**src/rtl/motor_pkg.sv**
```systemverilog
// rtl/motor_pkg.sv - shared step/dir constants and monitor state encoding
package motor_pkg;

    localparam logic DIR_FWD = 1'b1;
    localparam logic DIR_REV = 1'b0;

    localparam int unsigned DEFAULT_STOP_TIMEOUT = 32'h0000_FFFF;

    typedef enum logic [1:0] {
        MON_IDLE  = 2'd0,
        MON_FIRST = 2'd1,
        MON_RUN   = 2'd2
    } mon_state_t;

endpackage

```
**src/rtl/sync_edge_detect.sv**
```systemverilog
// rtl/sync_edge_detect.sv - 2-FF synchroniser with registered rising-edge pulse
module sync_edge_detect (
    input  logic clk,
    input  logic rst,
    input  logic async_in,
    output logic rise
);

    logic       meta;
    logic       sync_q;
    logic       prev;
    logic [1:0] primed;

    // prev is held high until sync_q carries a real sample, so a line that is
    // already high when reset releases never looks like a fresh edge.
    always_ff @(posedge clk) begin
        if (rst) begin
            meta   <= 1'b0;
            sync_q <= 1'b0;
            prev   <= 1'b1;
            primed <= 2'b00;
            rise   <= 1'b0;
        end else begin
            meta   <= async_in;
            sync_q <= meta;
            primed <= {primed[0], 1'b1};
            prev   <= primed[1] ? sync_q : 1'b1;
            rise   <= sync_q & ~prev;
        end
    end

endmodule

```
**src/rtl/step_dir_monitor.sv**
```systemverilog
// rtl/step_dir_monitor.sv - step/dir receive decoder: position, step period, motion and dir-setup faults
module step_dir_monitor
    import motor_pkg::*;
#(
    parameter int          POS_W        = 16,
    parameter int          PERIOD_W     = 16,
    parameter int unsigned STOP_TIMEOUT = DEFAULT_STOP_TIMEOUT,
    parameter int          DIR_SETUP    = 2
) (
    input  logic                CLK_10MHZ,
    input  logic                rst,
    input  logic                step_in,
    input  logic                dir_in,
    input  logic                clear_pos,
    input  logic                fault_clr,
    output logic [POS_W-1:0]    position,
    output logic [PERIOD_W-1:0] period,
    output logic                period_valid,
    output logic                moving,
    output logic                step_event,
    output logic                dir_fault
);

    localparam int                  DS_W        = (DIR_SETUP < 1) ? 1 : $clog2(DIR_SETUP + 1);
    localparam logic [DS_W-1:0]     SETUP_CNT   = DS_W'(DIR_SETUP);
    localparam logic [PERIOD_W-1:0] TIMEOUT_CNT = PERIOD_W'(STOP_TIMEOUT);

    logic                step_rise;
    logic                dir_meta;
    logic                dir_sync;
    logic                dir_al;
    logic [DS_W-1:0]     dir_stable;
    logic                dir_short;
    logic [PERIOD_W-1:0] gap_cnt;
    logic [PERIOD_W-1:0] gap_next;
    logic                timeout;
    logic [POS_W-1:0]    pos_base;
    logic [POS_W-1:0]    pos_step;
    mon_state_t          state;
    mon_state_t          state_nxt;

    sync_edge_detect u_step_sync (
        .clk      (CLK_10MHZ),
        .rst      (rst),
        .async_in (step_in),
        .rise     (step_rise)
    );

    // dir_al is delayed one stage so it lines up with the registered step pulse.
    always_ff @(posedge CLK_10MHZ) begin
        if (rst) begin
            dir_meta   <= 1'b0;
            dir_sync   <= 1'b0;
            dir_al     <= 1'b0;
            dir_stable <= '0;
        end else begin
            dir_meta <= dir_in;
            dir_sync <= dir_meta;
            dir_al   <= dir_sync;
            if (dir_sync != dir_al)
                dir_stable <= '0;
            else if (dir_short)
                dir_stable <= dir_stable + 1'b1;
        end
    end

    always_comb begin
        dir_short = (dir_stable < SETUP_CNT);
        gap_next  = (&gap_cnt) ? gap_cnt : gap_cnt + 1'b1;
        timeout   = (gap_next == TIMEOUT_CNT);
        pos_base  = clear_pos ? '0 : position;
        pos_step  = pos_base;
        case (dir_al)
            DIR_FWD: pos_step = pos_base + 1'b1;
            DIR_REV: pos_step = pos_base - 1'b1;
            default: pos_step = pos_base;
        endcase
    end

    always_comb begin
        state_nxt = state;
        case (state)
            MON_IDLE:  if (step_rise) state_nxt = MON_FIRST;
            MON_FIRST,
            MON_RUN: begin
                if (step_rise)
                    state_nxt = MON_RUN;
                else if (timeout)
                    state_nxt = MON_IDLE;
            end
            default:   state_nxt = MON_IDLE;
        endcase
    end

    always_ff @(posedge CLK_10MHZ) begin
        if (rst)
            state <= MON_IDLE;
        else
            state <= state_nxt;
    end

    always_ff @(posedge CLK_10MHZ) begin
        if (rst) begin
            gap_cnt      <= '0;
            position     <= '0;
            period       <= '0;
            period_valid <= 1'b0;
            moving       <= 1'b0;
            step_event   <= 1'b0;
            dir_fault    <= 1'b0;
        end else begin
            gap_cnt    <= step_rise ? PERIOD_W'(1) : gap_next;
            step_event <= step_rise;

            if (step_rise)
                position <= pos_step;
            else if (clear_pos)
                position <= '0;

            if (step_rise && dir_short)
                dir_fault <= 1'b1;
            else if (fault_clr)
                dir_fault <= 1'b0;

            if (step_rise) begin
                moving <= 1'b1;
                if (state != MON_IDLE) begin
                    period       <= gap_cnt;
                    period_valid <= 1'b1;
                end
            end else if (state != MON_IDLE && timeout) begin
                moving       <= 1'b0;
                period_valid <= 1'b0;
                period       <= '0;
            end
        end
    end

endmodule

```
**config.mk**
```make
export PLATFORM = sky130hd
export DESIGN_NAME = step_dir_monitor
export DESIGN_NICKNAME = d
export VERILOG_FILES = /design/src/rtl/motor_pkg.sv /design/src/rtl/sync_edge_detect.sv /design/src/rtl/step_dir_monitor.sv
export SDC_FILE = /design/constraint.sdc
export NUM_CORES = 1
export LEC_CHECK = 0
export BUFFER_PORTS_ARGS = -buffer_cell sky130_fd_sc_hd__buf_2
export CORE_ASPECT_RATIO = 1.4
export CORE_MARGIN = 1.5
export CORE_UTILIZATION = 50
export CTS_CLUSTER_SIZE = 40
export DETAILED_ROUTE_END_ITERATION = 8
export PLACE_DENSITY = 0.77
export SYNTH_ARGS = -nofsm -noshare
export SYNTH_HDL_FRONTEND = slang
export SYNTH_HIERARCHICAL = 1
export SYNTH_SLANG_ARGS = --single-unit
```
**constraint.sdc**
```tcl
create_clock -name CLK_10MHZ -period 2.7 [get_ports CLK_10MHZ]
set_input_delay 0.27 -clock CLK_10MHZ [delete_from_list [all_inputs] [get_ports CLK_10MHZ]]
set_output_delay 0.27 -clock CLK_10MHZ [all_outputs]
set_load 0.02 [all_outputs]
```
==> results.py, run 1 <==
metrics = {
    "power": {
        "clockPowerShare": 0.466,
        "p_per_area_nw_per_um2": 512,
        "swShare": 0.226,
        "ir_drop_mv": 0.321,
        "share_comb_of_total_power": 0.054,
        "intPower_uw": 1590,
        "leakagePower_uw": 0.00165,
        "p_sw_uw": 463,
        "p_seq_frac": 0.480,
    },
    "clock_network": {
        "cts_sinks": 65,
        "cts_tree": "done",
        "cts_inserted_buffers": 9,
        "clk_pin_slew_worst_paths_ps": 70,
        "clkLatencyLatePin_ps": 340,
        "clockBufferDepth": 2,
        "htreeDepth": 3,
        "hold_buffers": 0,
        "cts-root-buf": "clkbuf_8",
    },
    "timing": {
        "period_minus_slack_ps": 2560,
        "finalClockSkew_ps": 7.87,
        "finalHoldWorstSlack_ps": 138,
        "setup_viol_count_final": 0,
        "fmax_mhz": 391,
        "tightestPinTransition_ps": 1220,
        "rsz0062_at_grt": "yes",
        "slew_violations": 0,
        "hold_violations": 0,
        "min_period_over_period": 0.947,
        "slew_headroom": 0.187,
    },
    "logic_synthesis": {
        "synth.area.top_cells": "dfxtp_1 39%, ha_1 5.9%, o21ai_0 4.2%",
        "ys_seq_area_frac": 0.386,
        "ys_warn_count": 6,
        "synth_cells": 387,
        "synth.largest_area_cell": "dfxtp_1",
        "synth.distinct_cells": 56,
        "syn_area_um2": 3370,
        "syn_nets": 410,
        "ys_async_sr_fraction": 0,
        "ys.flop_type": "dfxtp_1",
        "synth_edf_count": 0,
        "ys_ff_latch": 65,
        "syn_area_per_cell_um2": 8.70,
        "yosysTopAreaCellShare": 0.386,
    },
    "floorplanning": {
        "initial_core_util": 0.513,
        "rows": 35,
        "core_um2": 6570,
        "fp.dieW_um": 72.4,
        "die_y_um": 100,
        "io-pin-count": 42,
        "fp.dieArea_um2": 7240,
    },
    "finish": {
        "fin_area_um2": 4010,
        "synthToLayoutAreaGrowth_pct": 19.0,
        "n_antenna_cell": 0,
        "drive_above_1_share": 0.220,
        "final_cells": 520,
        "nets": 464,
        "fin_util": 0.610,
    },
    "detailed_routing": {
        "ant_nets": 0,
        "dr.pass1.iters": 4,
        "dr_total_vias": 3026,
        "drt_iter0_markers": 234,
        "avgViaCountPerCell": 5.82,
        "wl_per_cell_um": 15.0,
        "post-route-drc-count": 0,
        "wirelength_um": 7820,
    },
    "setup_path": {
        "reg2reg_depth": 10,
        "endpoint_kind": "flip-flop",
        "r2r-start": "dir_al",
        "arrival_ps": 2780,
        "reg2reg_to": "position[15]",
        "cp_slowest_cell": "dfxtp_1",
        "startpoint": "dir_al",
        "cp-start-kind": "flip-flop",
        "path_cells": "inv_2 -> buf_4 -> ha_1 -> or2_2 -> o31ai_1 -> o21ai_0 -> o41ai_2 -> mux2i_1 -> xnor2_1 -> nor2_1",
        "crit_type": "reg2reg",
        "reg2reg_setup_slack_ps": 140,
        "slowest_delay_ps": 380,
        "cp.required_ps": 2930,
        "cp_max_fo": 10,
    },
    "hold_path": {
        "hp-class": "in2reg",
        "hold_depth": 2,
        "hold_end": "dir_meta",
        "min_from": "dir_in",
    },
    "placement": {
        "dp_hpwl_um": 5280,
        "dp.cells": 504,
        "place.gp.congestion": 0.875,
        "postPlaceCellArea_um2": 3740,
        "portBuffers": 41,
    },
    "grt": {
        "grt_pass1_wl_um": 12800,
        "antenna_found_initial": 0,
        "grtUsageTotal": 0.223,
        "grt_max_degree": 29,
        "grt_pass1_vias": 2865,
        "grt.overflow.total": 0,
    },
    "job": {
        "cap_violations": 0,
    },
    "run_status": {
        "status": "completed",
    },
}
-- per-layer routing --
metal  track usage  wire length [µm]  part of all wire  vias up
li1              -                 -                 -     1488
met4        0.0813               135             0.017        0
met3        0.0402               313             0.040       19
met5             0                 0                 0        -
met1         0.247              3280              0.42     1435
met2         0.418              4080              0.52       84
-- cell type report --
class	count	area (µm²)
Inverter	10	37.5
Sequential cell	65	1300
Tap cell	74	92.6
Fill cell	569	2560
Timing Repair Buffer	63	374
Clock buffer	12	155
Clock inverter	4	75.1
Multi-Input combinational cell	292	1970
-- Yosys cell counts, types with 2 or more instances --
cell	n
mux2i_1	12
and3_1	4
or2_2	3
and2b_2	3
nor3_1	5
buf_2	2
nand2_1	32
xor2_1	7
o22ai_1	2
and2_1	2
o21bai_1	3
nor2_1	34
o21a_1	4
a21o_1	4
xnor2_1	16
a31oi_1	6
and4_1	2
inv_1	10
nor3b_1	4
nor4_1	2
a211oi_1	4
ha_1	16
o31ai_1	2
a22oi_1	16
dfxtp_1	65
nor2b_1	21
o21ai_0	28
clkbuf_1	14
a22o_1	3
o21ai_1	3
buf_1	2
a21oi_1	15
o211ai_1	2
nand4b_1	4
nand2b_1	7
nand4_1	3
nand3_1	6
-- worst max-delay path: cells and delay by family, from the launching register on --
kind            cells  cell delay (ps)
fa+ha+maj           1              240
simple gates        2              360
buf+inv             2              310
compound gates      3              750
flops               1              380
xor+xnor            1              140
mux                 1              250
-- per-stage QoR --
stage          power [µW]  TNS (ps)  worst slack (ps)
3_5_place_dp         1110     -31.8             -31.8
2_1_floorplan        1080         0              59.8
3_3_place_gp         1110         0               120
6_report             2050         0               143
5_1_grt              2120     -32.8             -23.6
4_1_cts              2060         0              56.2
-- state kept, by name (all words and copies together) (netlist names), 2 cells and up --
name and cells:
dir_stable 2, u_step_sync/primed 2, period 16, gap_cnt 16
position 16, state 2
-- worst max path at each step --
| stage | cells past startpoint | to | slack, ps |
|---|---|---|---|
| finish | 10 | position[15] | 140 |
| global route | 10 | position[15] | -20 |
| CTS | 10 | position[14] | 60 |
| detailed placement | 12 | position[15] | -30 |
| global placement | 11 | position[15] | 120 |
| floorplan | 10 | period_valid | 60 |
-- timing repair --
action | 4_1_cts | 5_1_grt
pin swaps | 0 | 1
setup endpoints to repair | 1 | 19
gates resized for setup | 1 | 8
setup buffers | 0 | 0
endpoints found under the hold margin | 0 | 0
-- cells by family (layout without fill, tap and decap cells) --
logic type	Yosys count	after routing	share of synthesized area
simple gates	138	138	0.217
compound gates	101	101	0.195
flops	65	65	0.386
buf+inv	30	89	0.0375
xor+xnor	23	23	0.0598
fa+ha+maj	17	17	0.0654
mux	13	13	0.0390
-- placed cells by master (no fill, tap or decap), types with 3 or more instances in the layout --
| cell type | instances |
|---|---|
| a21oi_1 | 14 |
| inv_1 | 9 |
| nor3b_1 | 4 |
| a211oi_1 | 3 |
| o21a_1 | 4 |
| buf_2 | 41 |
| o21bai_1 | 3 |
| o21ai_1 | 3 |
| and3_1 | 4 |
| nand2b_1 | 7 |
| a21o_1 | 4 |
| mux2i_1 | 12 |
| clkbuf_8 | 11 |
| xor2_1 | 7 |
| and2b_2 | 3 |
| ha_1 | 16 |
| nand4b_1 | 4 |
| nand2_1 | 32 |
| buf_4 | 21 |
| nand3_1 | 6 |
| a22o_1 | 3 |
| a31oi_1 | 6 |
| nor2b_1 | 20 |
| dfxtp_1 | 64 |
| xnor2_1 | 16 |
| o21ai_0 | 28 |
| or2_2 | 3 |
| nand4_1 | 3 |
| nor3_1 | 5 |
| a22oi_1 | 16 |
| nor2_1 | 34 |
-- power by group through the flow --
stage	clock (µW)	combinational (µW)	sequential (µW)
floorplan	0	72.2	1010
global placement	0	102	1010
detailed placement	0	105	1010
CTS	970	106	985
global route	1010	122	987
finish	957	110	986
Note: power is estimated with default switching activity, not from simulation.
==> run 2, diff against run 1 <==
--- a/config.mk
+++ b/config.mk
@@ -12,6 +12,7 @@
 export CTS_CLUSTER_SIZE = 40
 export DETAILED_ROUTE_END_ITERATION = 8
 export PLACE_DENSITY = 0.77
+export RECOVER_POWER = 100
 export SYNTH_ARGS = -nofsm -noshare
 export SYNTH_HDL_FRONTEND = slang
 export SYNTH_HIERARCHICAL = 1
==> run 2 against run 1 <==
  * Clock power about the same
  * Critical endpoint unchanged
  * Clock-buffer cell count stayed put
  * Utilization down 0.86 points
==> results.py, run 2 (synthesis gave the netlist of run 1 again) <==
metrics = {
    "finish": {
        "reg.largest.list": "gap_cnt (16), period (16), position (16)",
        "nFillCells": 590,
        "nets": 464,
        "drive_above_1_share": 0.130,
        "synthToLayoutAreaGrowth_pct": 17.4,
        "fin_util": 0.602,
        "multi_input_area_um2": 1970,
        "mostFrequentLayoutCell": "dfxtp_1",
        "final_cell_mix": "64 x dfxtp_1, 40 x clkbuf_1, 34 x nor2_1, 32 x nand2_1, 28 x o21ai_0",
        "final_cells": 520,
        "n_antenna_cell": 0,
        "ff_latch_area_um2": 1300,
    },
    "detailed_routing": {
        "post-route-drc-count": 0,
        "dr_total_vias": 3016,
        "dr.pass1.iters": 5,
        "wirelength_um": 7770,
        "drt_iter0_markers": 264,
        "avgViaCountPerCell": 5.80,
        "wl_per_cell_um": 15.0,
        "ant_nets": 0,
    },
    "power": {
        "p_sw_uw": 463,
        "clockPowerShare": 0.467,
        "share_comb_of_total_power": 0.053,
        "p_seq_frac": 0.481,
        "leakagePower_uw": 0.00148,
        "ir_drop_mv": 0.322,
        "intPower_uw": 1590,
        "swShare": 0.226,
        "p_per_area_nw_per_um2": 519,
    },
    "timing": {
        "final.setup.worst_slack_ps": 138,
        "slew_headroom": 0.168,
        "rsz0062_at_grt": "yes",
        "hold_violations": 0,
        "tightestPinTransition_ps": 1240,
        "period_minus_slack_ps": 2560,
        "slew_violations": 0,
        "finalClockSkew_ps": 6.44,
        "fin_tns_setup_ps": 0,
        "setup_viol_count_final": 0,
        "min_period_over_period": 0.949,
        "fmax_mhz": 390,
    },
    "clock_network": {
        "clk_pin_slew_worst_paths_ps": 70,
        "clockBufferDepth": 2,
        "clkLatencyLatePin_ps": 340,
        "htreeDepth": 3,
        "cts_sinks": 65,
        "cts_tree": "done",
        "hold_buffers": 0,
        "cts_inserted_buffers": 9,
        "cts-root-buf": "clkbuf_8",
    },
    "floorplanning": {
        "fp.dieW_um": 72.4,
        "initial_core_util": 0.513,
        "rows": 35,
        "fp.dieArea_um2": 7240,
        "io-pin-count": 42,
        "die_y_um": 100,
        "core_um2": 6570,
    },
    "grt": {
        "grt_pass1_vias": 2865,
        "grt_max_degree": 29,
        "grtUsageTotal": 0.223,
        "grt.overflow.total": 0,
        "antenna_found_initial": 0,
        "grt_pass1_wl_um": 12800,
    },
    "placement": {
        "dp.cells": 504,
        "place.gp.congestion": 0.875,
        "portBuffers": 41,
        "dp_hpwl_um": 5280,
        "post-place-ws_ps": -31.8,
    },
    "run_status": {
        "status": "completed",
    },
    "hold_path": {
        "hold_depth": 2,
        "hp-class": "in2reg",
    },
    "setup_path": {
        "crit_type": "reg2reg",
        "arrival_ps": 2790,
        "cp.required_ps": 2930,
        "cp_max_fo": 10,
        "reg2reg_depth": 10,
        "reg2reg_setup_slack_ps": 140,
        "cp-start-kind": "flip-flop",
        "endpoint_kind": "flip-flop",
    },
    "job": {
        "cap_violations": 0,
    },
}
## run 2: worst max-delay path, stage by stage (launching register included)
cell and delay (ps):
dfxtp_1 380, inv_2 110, buf_4 190, ha_1 240, or2_2 310, o31ai_1 310, o21ai_0 200, o41ai_2 260
mux2i_1 250, xnor2_1 140, nor2_1 50
## run 2: worst paths after layout
path                                         end        startpoint
worst min register to register  u_step_sync/rise  u_step_sync/prev
worst min-delay path                    dir_meta            dir_in
worst max-delay path                position[15]            dir_al
worst max register to register      position[15]            dir_al
## run 2: per-layer routing
metal	up-vias	GRT usage	wire length, µm
li1	1489	-	-
met1	1434	0.247	3240
met2	81	0.418	4120
met3	12	0.0402	294
met4	0	0.0813	117
met5	-	0	0
## run 2: cell type report
cell class                 instances  share of cell area
timing repair buffer              63              0.0804
multi-input combinational        292               0.499
tap                               74              0.0234
clock inverter                     4              0.0190
inverter                          10             0.00950
sequential                        65               0.330
clock buffer                      12              0.0393
## run 2: per-stage QoR
step / power (µW) / area [µm²] / hold slack, ps
after floorplan: 1080 / 3370 / 327
after global placement: 1110 / 3740 / 379
after detailed placement: 1110 / 3740 / 381
after CTS: 2060 / 3980 / 126
after global routing: 2120 / 3950 / 139
final: 2050 / 3950 / 137
## run 2: timing repair
item | CTS | global route
pin swaps | 0 | 1
setup buffers | 0 | 0
endpoints found under the setup margin | 1 | 19
hold endpoints to repair | 0 | 0
gates resized for setup | 1 | 8
## run 2: power groups by stage
| stage | logic [µW] | registers [µW] | clock network (µW) |
|---|---|---|---|
| 3_3_place_gp | 102 | 1010 | 0 |
| 4_1_cts | 106 | 985 | 970 |
| 3_5_place_dp | 105 | 1010 | 0 |
| 5_1_grt | 121 | 987 | 1010 |
| 2_1_floorplan | 72.2 | 1010 | 0 |
| 6_report | 108 | 986 | 957 |
==> run 3, diff against run 2 <==
--- a/config.mk
+++ b/config.mk
@@ -6,13 +6,15 @@
 export NUM_CORES = 1
 export LEC_CHECK = 0
 export BUFFER_PORTS_ARGS = -buffer_cell sky130_fd_sc_hd__buf_2
+export CAP_MARGIN = 20
 export CORE_ASPECT_RATIO = 1.4
 export CORE_MARGIN = 1.5
 export CORE_UTILIZATION = 50
 export CTS_CLUSTER_SIZE = 40
 export DETAILED_ROUTE_END_ITERATION = 8
 export PLACE_DENSITY = 0.77
-export RECOVER_POWER = 100
+export RECOVER_POWER = 25
+export SLEW_MARGIN = 30
 export SYNTH_ARGS = -nofsm -noshare
 export SYNTH_HDL_FRONTEND = slang
 export SYNTH_HIERARCHICAL = 1
==> run 3 against run 2 <==
  * Worst hold slack lost 5.0 ps
  * Sequential power about the same
  * Global-route usage decreased by 0.32 points
  * Flip-flop and latch count stayed put
  * Clock skew is 0.76 ps higher
  * Combinational power about the same
  * Via count shrank 1.4%
  * Clock-buffer cell count grew 1
  * Critical path depth is 2 lower
  * Clock power decreased by 7.0%
  * Largest cell class unchanged
==> results.py, run 3 (synthesis gave the netlist of run 1 again) <==
metrics = {
    "run_status": {
        "status": "completed",
    },
    "timing": {
        "min_period_over_period": 0.926,
        "period_minus_slack_ps": 2500,
        "tightestPinTransition_ps": 723,
        "slew_violations": 0,
        "setup_viol_count_final": 0,
        "hold_violations": 0,
        "finalClockSkew_ps": 7.20,
        "slew_headroom": 0.517,
        "finalHoldWorstSlack_ps": 132,
        "final.setup.worst_slack_ps": 199,
        "fmax_mhz": 400,
        "fin_tns_setup_ps": 0,
    },
    "finish": {
        "ff_latch_area_um2": 1300,
        "drive_above_1_share": 0.196,
        "reg.largest.list": "gap_cnt (16), period (16), position (16)",
        "multi_input_area_um2": 1980,
        "n_antenna_cell": 0,
        "nets": 464,
        "nFillCells": 590,
        "final_cell_mix": "64 x dfxtp_1, 33 x nor2_1, 32 x nand2_1, 29 x buf_2, 28 x o21ai_0",
        "mostFrequentLayoutCell": "dfxtp_1",
        "final_cells": 519,
        "synthToLayoutAreaGrowth_pct": 18.2,
    },
    "power": {
        "total_power_uw": 1990,
        "p_seq_frac": 0.497,
        "ir_drop_mv": 0.337,
        "p_sw_uw": 446,
        "share_comb_of_total_power": 0.055,
        "clockPowerShare": 0.448,
        "p_per_area_nw_per_um2": 499,
        "leakagePower_uw": 0.00160,
        "swShare": 0.225,
        "intPower_uw": 1540,
    },
    "setup_path": {
        "cp.required_ps": 2930,
        "cp_max_fo": 19,
        "startpoint": "gap_cnt[4]",
        "arrival_ps": 2730,
        "endpoint_kind": "flip-flop",
        "crit_type": "reg2reg",
        "cp-start-kind": "flip-flop",
        "r2r-start": "gap_cnt[4]",
    },
    "clock_network": {
        "clockBufferDepth": 2,
        "htreeDepth": 3,
        "post_cts_buffers": 0,
        "cts-root-buf": "clkbuf_8",
        "cts_sinks": 65,
        "clk_pin_slew_worst_paths_ps": 70,
        "cts_tree": "done",
        "clkLatencyLatePin_ps": 350,
        "cts_inserted_buffers": 9,
    },
    "detailed_routing": {
        "drt_iter0_markers": 181,
        "ant_nets": 0,
        "avgViaCountPerCell": 5.73,
        "wl_per_cell_um": 14.6,
        "post-route-drc-count": 0,
        "wirelength_um": 7550,
        "dr.pass1.iters": 5,
        "dr_total_vias": 2975,
    },
    "placement": {
        "place.gp.congestion": 0.875,
        "post-place-ws_ps": -37.1,
        "dp_hpwl_um": 5290,
        "dp.cells": 504,
        "portBuffers": 41,
    },
    "grt": {
        "antenna_found_initial": 0,
        "grt.overflow.total": 0,
        "grtUsageTotal": 0.220,
        "grt_pass1_vias": 2885,
        "grt_pass1_wl_um": 12500,
        "grt_max_degree": 29,
    },
    "floorplanning": {
        "die_y_um": 100,
        "fp.dieW_um": 72.4,
        "core_um2": 6570,
        "rows": 35,
        "io-pin-count": 42,
        "initial_core_util": 0.513,
        "fp.dieArea_um2": 7240,
    },
    "hold_path": {
        "min_from": "dir_in",
        "hp-class": "in2reg",
    },
    "job": {
        "cap_violations": 0,
    },
}
## run 3: cell count changes in the layout (fill, tap and decap cells not counted), moves of 2 or more
cell,delta
buf_2,+24
buf_4,+3
clkbuf_1,-28
clkinvlp_4,-2
clkbuf_8,+2
## run 3: worst paths after layout
path                 endpoint  slack, ps  cells past startpoint
min                  dir_meta        130                      2
max reg2reg          state[0]        200                      8
max                  state[0]        200                      8
min reg2reg  u_step_sync/rise        410                      1
## run 3: final cells by class
class / count / area share
sequential: 65 / 0.327
clock inverter: 2 / 0.00880
inverter: 10 / 0.00943
timing repair buffer: 63 / 0.0902
tap: 74 / 0.0233
clock buffer: 13 / 0.0449
multi-input combinational: 292 / 0.496
## run 3: what timing repair did
| action | CTS | global route |
|---|---|---|
| resized for setup | 1 | 8 |
| hold buffers | 0 | 0 |
| pin swaps | 0 | 2 |
| setup endpoints to repair | 1 | 18 |
## run 3: stage by stage
stage / instance area [µm²] / util
floorplan: 3370 / -
global route: 3980 / 0.606
detailed placement: 3740 / 0.570
finish: 3980 / 0.606
CTS: 3960 / 0.602
global placement: 3740 / 0.570
## run 3: metal layers
layer	vias to the layer above	part of all wire	GRT usage
met5	-	0	0
met4	0	0.019	0.112
met3	13	0.046	0.0442
met2	73	0.52	0.401
met1	1403	0.41	0.237
li1	1486	-	-
## run 3: critical path, stage by stage (launching register included)
cell	delay (ps)
dfxtp_1	330
and4_1	270
nand3_2	100
or4_4	640
a31oi_2	230
nand4b_1	140
a221oi_2	320
buf_6	230
o21ai_0	120
## run 3: power groups by stage
stage                     combinational (µW)  sequential, µW  clock, µW
final                                    109             986        890
after global placement                   102            1010          0
after detailed placement                 106            1010          0
after global routing                     121             987        940
after floorplan                         72.2            1010          0
after CTS                                106             986        908
